==> src/rtl/button_event_detector.sv <==
// Turns a debounced button level into one-cycle press/release/short/long/double-click pulses.
// One counter serves both the hold timer and the release-to-second-press gap timer.
module button_event_detector #(
   parameter int LONG_CYCLES = 100_000_000,
   parameter int GAP_CYCLES  = 30_000_000
) (
   input  logic       clk,
   input  logic       reset,
   input  logic       debounced,
   output logic       press_pulse,
   output logic       release_pulse,
   output logic       short_press,
   output logic       long_press,
   output logic       double_click,
   output logic       held,
   output logic [2:0] state_o
);

   localparam int MAX_CYCLES = (LONG_CYCLES > GAP_CYCLES) ? LONG_CYCLES : GAP_CYCLES;
   localparam int CNT_W      = $clog2(MAX_CYCLES);
   localparam logic [CNT_W-1:0] LONG_LAST = CNT_W'(LONG_CYCLES - 1);
   localparam logic [CNT_W-1:0] GAP_LAST  = CNT_W'(GAP_CYCLES - 1);
   localparam logic [CNT_W-1:0] CNT_ONE   = CNT_W'(1);

   typedef enum logic [2:0] {
      S_IDLE           = 3'd0,
      S_PRESSED        = 3'd1,
      S_LONG_HELD      = 3'd2,
      S_WAIT_SECOND    = 3'd3,
      S_SECOND_PRESSED = 3'd4
   } state_t;

   state_t           state_q, state_d;
   logic [CNT_W-1:0] cnt_q, cnt_d;
   logic             db_q;
   logic             press_q, release_q, short_q, long_q, dbl_q;
   logic             short_d, long_d, dbl_d;
   logic             rise, fall;

   assign rise = debounced & ~db_q;
   assign fall = ~debounced & db_q;

   // State register plus the shared timer, which restarts on every state change.
   always_ff @(posedge clk or negedge reset) begin
      if (!reset) begin
         state_q <= S_IDLE;
         cnt_q   <= '0;
      end else begin
         state_q <= state_d;
         cnt_q   <= cnt_d;
      end
   end

   always_comb begin
      state_d = state_q;
      case (state_q)
         S_IDLE:           if (rise) state_d = S_PRESSED;
         S_PRESSED: begin
            if (fall)                     state_d = S_WAIT_SECOND;
            else if (cnt_q == LONG_LAST)  state_d = S_LONG_HELD;
         end
         S_LONG_HELD:      if (fall) state_d = S_IDLE;
         S_WAIT_SECOND: begin
            if (rise)                     state_d = S_SECOND_PRESSED;
            else if (cnt_q == GAP_LAST)   state_d = S_IDLE;
         end
         S_SECOND_PRESSED: if (fall) state_d = S_IDLE;
         default:          state_d = S_IDLE;
      endcase
   end

   always_comb begin
      cnt_d = cnt_q;
      if (state_d != state_q) begin
         cnt_d = '0;
      end else if (state_q == S_PRESSED || state_q == S_WAIT_SECOND) begin
         cnt_d = cnt_q + CNT_ONE;
      end
   end

   // Event decode; the edge that wins the priority race suppresses the timer event.
   always_comb begin
      long_d  = (state_q == S_PRESSED)        && !fall && (cnt_q == LONG_LAST);
      short_d = (state_q == S_WAIT_SECOND)    && !rise && (cnt_q == GAP_LAST);
      dbl_d   = (state_q == S_SECOND_PRESSED) && fall;
   end

   always_ff @(posedge clk or negedge reset) begin
      if (!reset) begin
         db_q      <= 1'b0;
         press_q   <= 1'b0;
         release_q <= 1'b0;
         short_q   <= 1'b0;
         long_q    <= 1'b0;
         dbl_q     <= 1'b0;
      end else begin
         db_q      <= debounced;
         press_q   <= rise;
         release_q <= fall;
         short_q   <= short_d;
         long_q    <= long_d;
         dbl_q     <= dbl_d;
      end
   end

   assign press_pulse   = press_q;
   assign release_pulse = release_q;
   assign short_press   = short_q;
   assign long_press    = long_q;
   assign double_click  = dbl_q;
   assign held          = db_q;
   assign state_o       = state_q;

endmodule

==> config.mk <==
export PLATFORM = sky130hd
export DESIGN_NAME = button_event_detector
export DESIGN_NICKNAME = d
export VERILOG_FILES = /design/src/rtl/button_event_detector.sv
export SDC_FILE = /design/constraint.sdc
export NUM_CORES = 1
export LEC_CHECK = 0
export ABC_CLOCK_PERIOD_IN_PS = 1900
export CAP_MARGIN = 20
export CORE_ASPECT_RATIO = 1.2
export CORE_MARGIN = 2
export CORE_UTILIZATION = 40
export CTS_BUF_LIST = sky130_fd_sc_hd__clkbuf_4 sky130_fd_sc_hd__clkbuf_8
export CTS_CLUSTER_SIZE = 30
export DETAILED_ROUTE_END_ITERATION = 8
export MAX_ROUTING_LAYER = met4
export PLACE_DENSITY = 0.61
export SKIP_LAST_GASP = 1
export SLEW_MARGIN = 20
export SYNTH_ARGS = -nofsm -noshare
export SYNTH_HDL_FRONTEND = slang
export SYNTH_SLANG_ARGS = --single-unit
==> constraint.sdc <==
create_clock -name clk -period 1.9 [get_ports clk]
set_input_delay 0.38 -clock clk [delete_from_list [all_inputs] [get_ports clk]]
set_output_delay 0.38 -clock clk [all_outputs]
set_load 0.05 [all_outputs]
* Word-level counts from Yosys, hierarchy flattened
Index checks and enable logic that the tools add are counted.
Cells by class: add/sub/neg operators 1, equal/unequal tests 7, muxes and demuxes 9, bitwise gates (word level) 4, reduce and logical (&&, ||, !) cells 11
Operators with widths (count):
- 27-bit 2-to-1 mux | 2
- 27-bit by 1-bit adder with 27-bit output, second input constant | 1
- 27-bit by 25-bit equality test with 1-bit output, second input constant | 1
- 27-bit equality test, second input constant | 1
- 3-bit 2-to-1 mux | 6
- 3-bit case mux with 4 select lines | 1
- 3-bit by 2-bit equality test with 1-bit output, second input constant | 2
- 1-bit logical AND | 5
- 3-bit by 1-bit equality test with 1-bit output, second input constant | 1
- 3-bit equality test, second input constant | 1
- 3-bit zero test | 1
- 3-bit inequality test | 1
- 1-bit AND | 2
- 1-bit zero test | 2
- 1-bit inverter | 2
- 2-bit nonzero test | 1
- 2-bit OR reduction | 1
- 1-bit logical OR | 1
Storage, ports and cells: flip-flop bits (word level) 36, bits of input ports 3, output and inout port bits 9, word-level logic and storage cells 40

* Depth between registers and ports, before layout
depth after elaboration 6, depth in mapped cells 7, gate-level depth less buffers 6

* Least setup slack after synthesis
Ideal clock, no wire load.
path kind register to register, start point reg state_q[0], in the netlist state_o[0], end point reg cnt_q[16], library setup time 120 ps, arrival time 1920 ps, data required time 1780 ps, slack -140 ps, cell stages (with the launch flop) 6, path buffers 1, clock period less this slack 2040 ps, cell sequence dfrtp_1 > inv_1 > or4_4 > a22oi_4 > buf_4 > nor3_1
On the way: word-level cells in the longest chain between the ends 5, elaborated cells on any way between the ends 17, those cells by class eq/ne: 5; mux: 8; reduce/logical: 4
Ends and longest elaborated chain:
- start: declaration | line 33 | state_t state_q, state_d;
- start signal: assignment | line 49 | state_q <= state_d;
- 3-bit equality test (tied with other cells) | line 56 | case (state_q)
- 2-bit OR reduction (no source line) (tied with other cells)
- 3-bit case mux with 4 select lines | line 56
- 3-bit inequality test | line 74 | if (state_d != state_q) begin
- 27-bit 2-to-1 mux / 2-bit nonzero test (equally long branches)
- end signal: assignment | line 50 | cnt_q <= cnt_d;
- end: declaration | line 34 | logic [CNT_W-1:0] cnt_q, cnt_d;
Several ways; a longest one is shown, not always the timed one. A chain may end at the register's enable or synchronous reset.

* Final worst setup path
start point in debounced, end point reg cnt_q[5]
On the way: word-level cells in the longest chain between the ends 6, elaborated cells on any way between the ends 11, those cells by class eq/ne: 1; mux: 6; bitwise: 3; reduce/logical: 1
Ends and longest elaborated chain:
- start: declaration | line 9 | input logic debounced,
- 1-bit inverter | line 41 | assign fall = ~debounced & db_q;
- 1-bit AND | line 41
- 3-bit 2-to-1 mux, on equally long branches | line 62, 67, 59
- 3-bit case mux with 4 select lines * | line 56
- 3-bit inequality test * | line 74
- 27-bit 2-to-1 mux / 2-bit nonzero test (equally long branches)
Mark *: on every way between the ends. The rest lies on a longest branch, timed or not.

==> results.yml <==
outcome:
  status: "finished with violations"
  violations: "negative setup slack"
die:
  num_rows: 28
  start_util_pct: 40.90
  core_um2: 4870
  die_x_um: 68.42
  die_area_um2: 5563
  die_h_um: 81.31
  boundaryPins: 12
pwr:
  combPwrFrac_pct: 41.0
  peakVddDrop_uv: 382.6
  p_int_mw: 1.530
  switching_share_pct: 38.16
  p_clk_share_pct: 23.8
  pwr-share-seq_pct: 35.2
  leakagePower_nw: 1.119
  total_power_mw: 2.474
  powerDensity_nw_per_um2: 929.8
  p_switching_mw: 0.9441
critical_path:
  slowest_delay_ns: 0.52
  slowest_stage: "clkdlybuf4s50_1"
  start_kind: "input pin"
  ff2ff_setup_slack_ns: -0.10
  reg2reg_from: "cnt_q[1]"
  crit_end: "cnt_q[5]"
  critPathMaxFanout: 4
  r2r_end: "cnt_q[23]"
  cp_data_arrival_time_ns: 2.21
  path_buf_inv: 2
  r2r_cells: 8
  crit_start: "debounced"
  critPathRequiredTime_ns: 2.10
  cp_cell_sequence: "clkdlybuf4s50_1, nor2b_1, or3_1, a21oi_1, a31oi_4, buf_4, nor3_1"
  critical_path.top_delay_family: "buffers and inverters"
  crit_path_end_kind: "register"
  critical_path_class: "in2reg"
  crit_cells: 7
drt:
  vias_per_cell: 5.349
  drtIter0Drc: 170
  drt_pass1_iterations: 4
  wire_per_inst_um: 14.70
  drc_errors: 0
  route.vias.total: 1733
  wirelength_um: 4762
  ant_nets: 0
cts:
  numCtsBuffers: 5
  insertion_delay_ns: 0.29
  max-clock-path-buffers: 2
  cts_sinks: 36
  cts_tree: "done"
  htree_levels: 2
  clkSlewWorstSetupHoldPaths_ns: 0.07
  clockRootBuffer: "clkbuf_8"
synthesis:
  ys.warnings.count: 0
  synthesis.nets: 211
  synth-seq-cells: 36
  synth_top_area_share_pct: 45.23
  yosys.area.top_type: "dfrtp_1"
  synth_ff_type: "dfrtp_1"
  synthTopCellsByCount: "dfrtp_1 (36), nor3_1 (35), xnor2_1 (15)"
  synth_edf_count: 0
  synth_seq_area_share_pct: 45.23
  yosys-top-cells-area: "dfrtp_1 (45%), nor3_1 (8.8%), xnor2_1 (6.6%)"
  ys_types: 42
  synth-async-reset-ratio_pct: 100.0
  avgSynthCellArea_um2: 9.623
  synth.most_common_cell: "dfrtp_1"
  syn_area_um2: 1992
  synthCells: 207
timing:
  fmax_ghz: 0.4962
  tightest_slew_ns: 0.5377
  hold_viol_final: 0
  rsz0062_at_grt: "true"
  fin_crit_sh_pct: 106.1
  relSlewSlack_pct: 64.16
  setup_slack_ns: -0.1151
  period_needed_ns: 2.015
  setup_viol: 27
  skew_ns: 0.004291
  drv_slew: 0
place:
  placed_cells: 312
  dpl.hpwl_um: 3278
  dpl_cell_area_um2: 2489
  gp_congestion: 0.8311
  io_buffers: 11
layout:
  fin_cells: 324
  nNetsFinal: 267
  final_layout_size_suffix_gt1_share_pct: 28.79
  diodes: 0
  fin_area_um2: 2661
  area_delta_synth_final_pct: 33.61
  fillCellCount: 449
global_routing:
  antenna_found_initial: 0
  first_global_vias: 1711
  grt_first_pass_wirelength_um: 8197
  grtUsageTotal_pct: 20.60
  grt_max_degree: 37
  gr-total-overflow: 0
job:
  maxCapViolCount: 0
min_path:
  worstHoldPathType: "in2async"
-- what timing repair did --
action / in CTS / in global routing
endpoints found under the setup margin: 27 / 28
pin swaps: 1 / 2
gates cloned: 1 / 0
resized for setup: 2 / 0
hold buffers: 0 / 0
setup buffers: 0 / 3
-- metrics by stage --
step	utilization [%]	hold WS (ns)	TNS, ns	setup WS [ns]
after CTS	53.67	0.04353	-3.479	-0.1416
after detailed placement	51.10	0.3597	-9.391	-0.3698
final	54.65	0.03942	-2.395	-0.1151
after global placement	51.10	0.3579	-8.270	-0.3284
after global routing	54.65	0.04550	-5.171	-0.2068
after floorplan	-	0.08441	0	0.002091
-- power by group through the flow --
stage | clock network [mW] | registers (mW) | logic, mW
final | 0.589 | 0.872 | 1.01
after detailed placement | 0 | 0.886 | 0.886
after global routing | 0.639 | 0.880 | 1.09
after floorplan | 0 | 0.976 | 0.571
after global placement | 0 | 0.886 | 0.883
after CTS | 0.610 | 0.871 | 0.930
-- area by class of cell --
class	count	area (µm²)	share of cell area, %
clock buffer	7	90.09	3.385
timing repair buffer	59	505.5	18.99
inverter	5	18.77	0.7052
sequential	36	904.6	33.99
multi-input combinational	156	1060	39.82
clock inverter	1	7.507	0.2821
tap	60	75.07	2.821
-- kinds of logic (layout without fill, tap and decap cells) --
| family | after synthesis | after routing | share of synthesized area, % |
|---|---|---|---|
| fa+ha+maj | 1 | 1 | 0.6280 |
| simple gates | 114 | 114 | 32.60 |
| compound gates | 13 | 14 | 5.340 |
| buf+inv | 16 | 72 | 4.271 |
| flops | 36 | 36 | 45.23 |
| mux | 1 | 1 | 0.5025 |
| xor+xnor | 26 | 26 | 11.43 |
-- routing by layer --
| layer | track usage (%) | routed length [µm] | up-vias |
|---|---|---|---|
| li1 | - | - | 868 |
| met1 | 25.15 | 2136 | 828 |
| met2 | 33.17 | 2372 | 31 |
| met3 | 4.848 | 163 | 6 |
| met4 | 6.800 | 89 | 0 |
| met5 | - | 0 | - |
-- registers in the layout, indices dropped and copies added (netlist names) --
| register | count |
|---|---|
| press_pulse | 1 |
| held | 1 |
| short_press | 1 |
| release_pulse | 1 |
| long_press | 1 |
| cnt_q | 27 |
| state_o | 3 |
| double_click | 1 |
-- worst min-delay path by stage --
stage                              end  cells after the start   from
after floorplan               cnt_q[0]                      0  reset
after global placement    double_click                      2  reset
after detailed placement  double_click                      2  reset
after CTS                 double_click                      2  reset
after global routing      double_click                      2  reset
final                     double_click                      2  reset
-- layout by cell type, fill, tap and decap left out, types with 2 or more instances in the layout --
cell             synthesis  layout
clkdlybuf4s50_1          0       6
a31oi_4                  0       2
nand2_1                 13      13
nand2b_1                 3       3
buf_4                    2      48
buf_12                   0       4
nor3b_1                  2       2
xnor2_1                 15      15
nor3_1                  35      35
or3_4                    1       2
or3_1                    4       3
and3_1                   4       4
clkbuf_8                 0       6
nand3_1                 11      11
and2_1                   2       2
and4_1                   4       4
nor4_1                   8       7
dfrtp_1                 36      33
inv_1                    5       5
nor2_1                   9       9
nor2b_1                  3       3
xor2_1                  11      11
nand4_2                  2       2
nand4_1                  7       7
a21oi_1                  4       4
dfrtp_2                  0       3
Power figures use the tool's default switching activity.
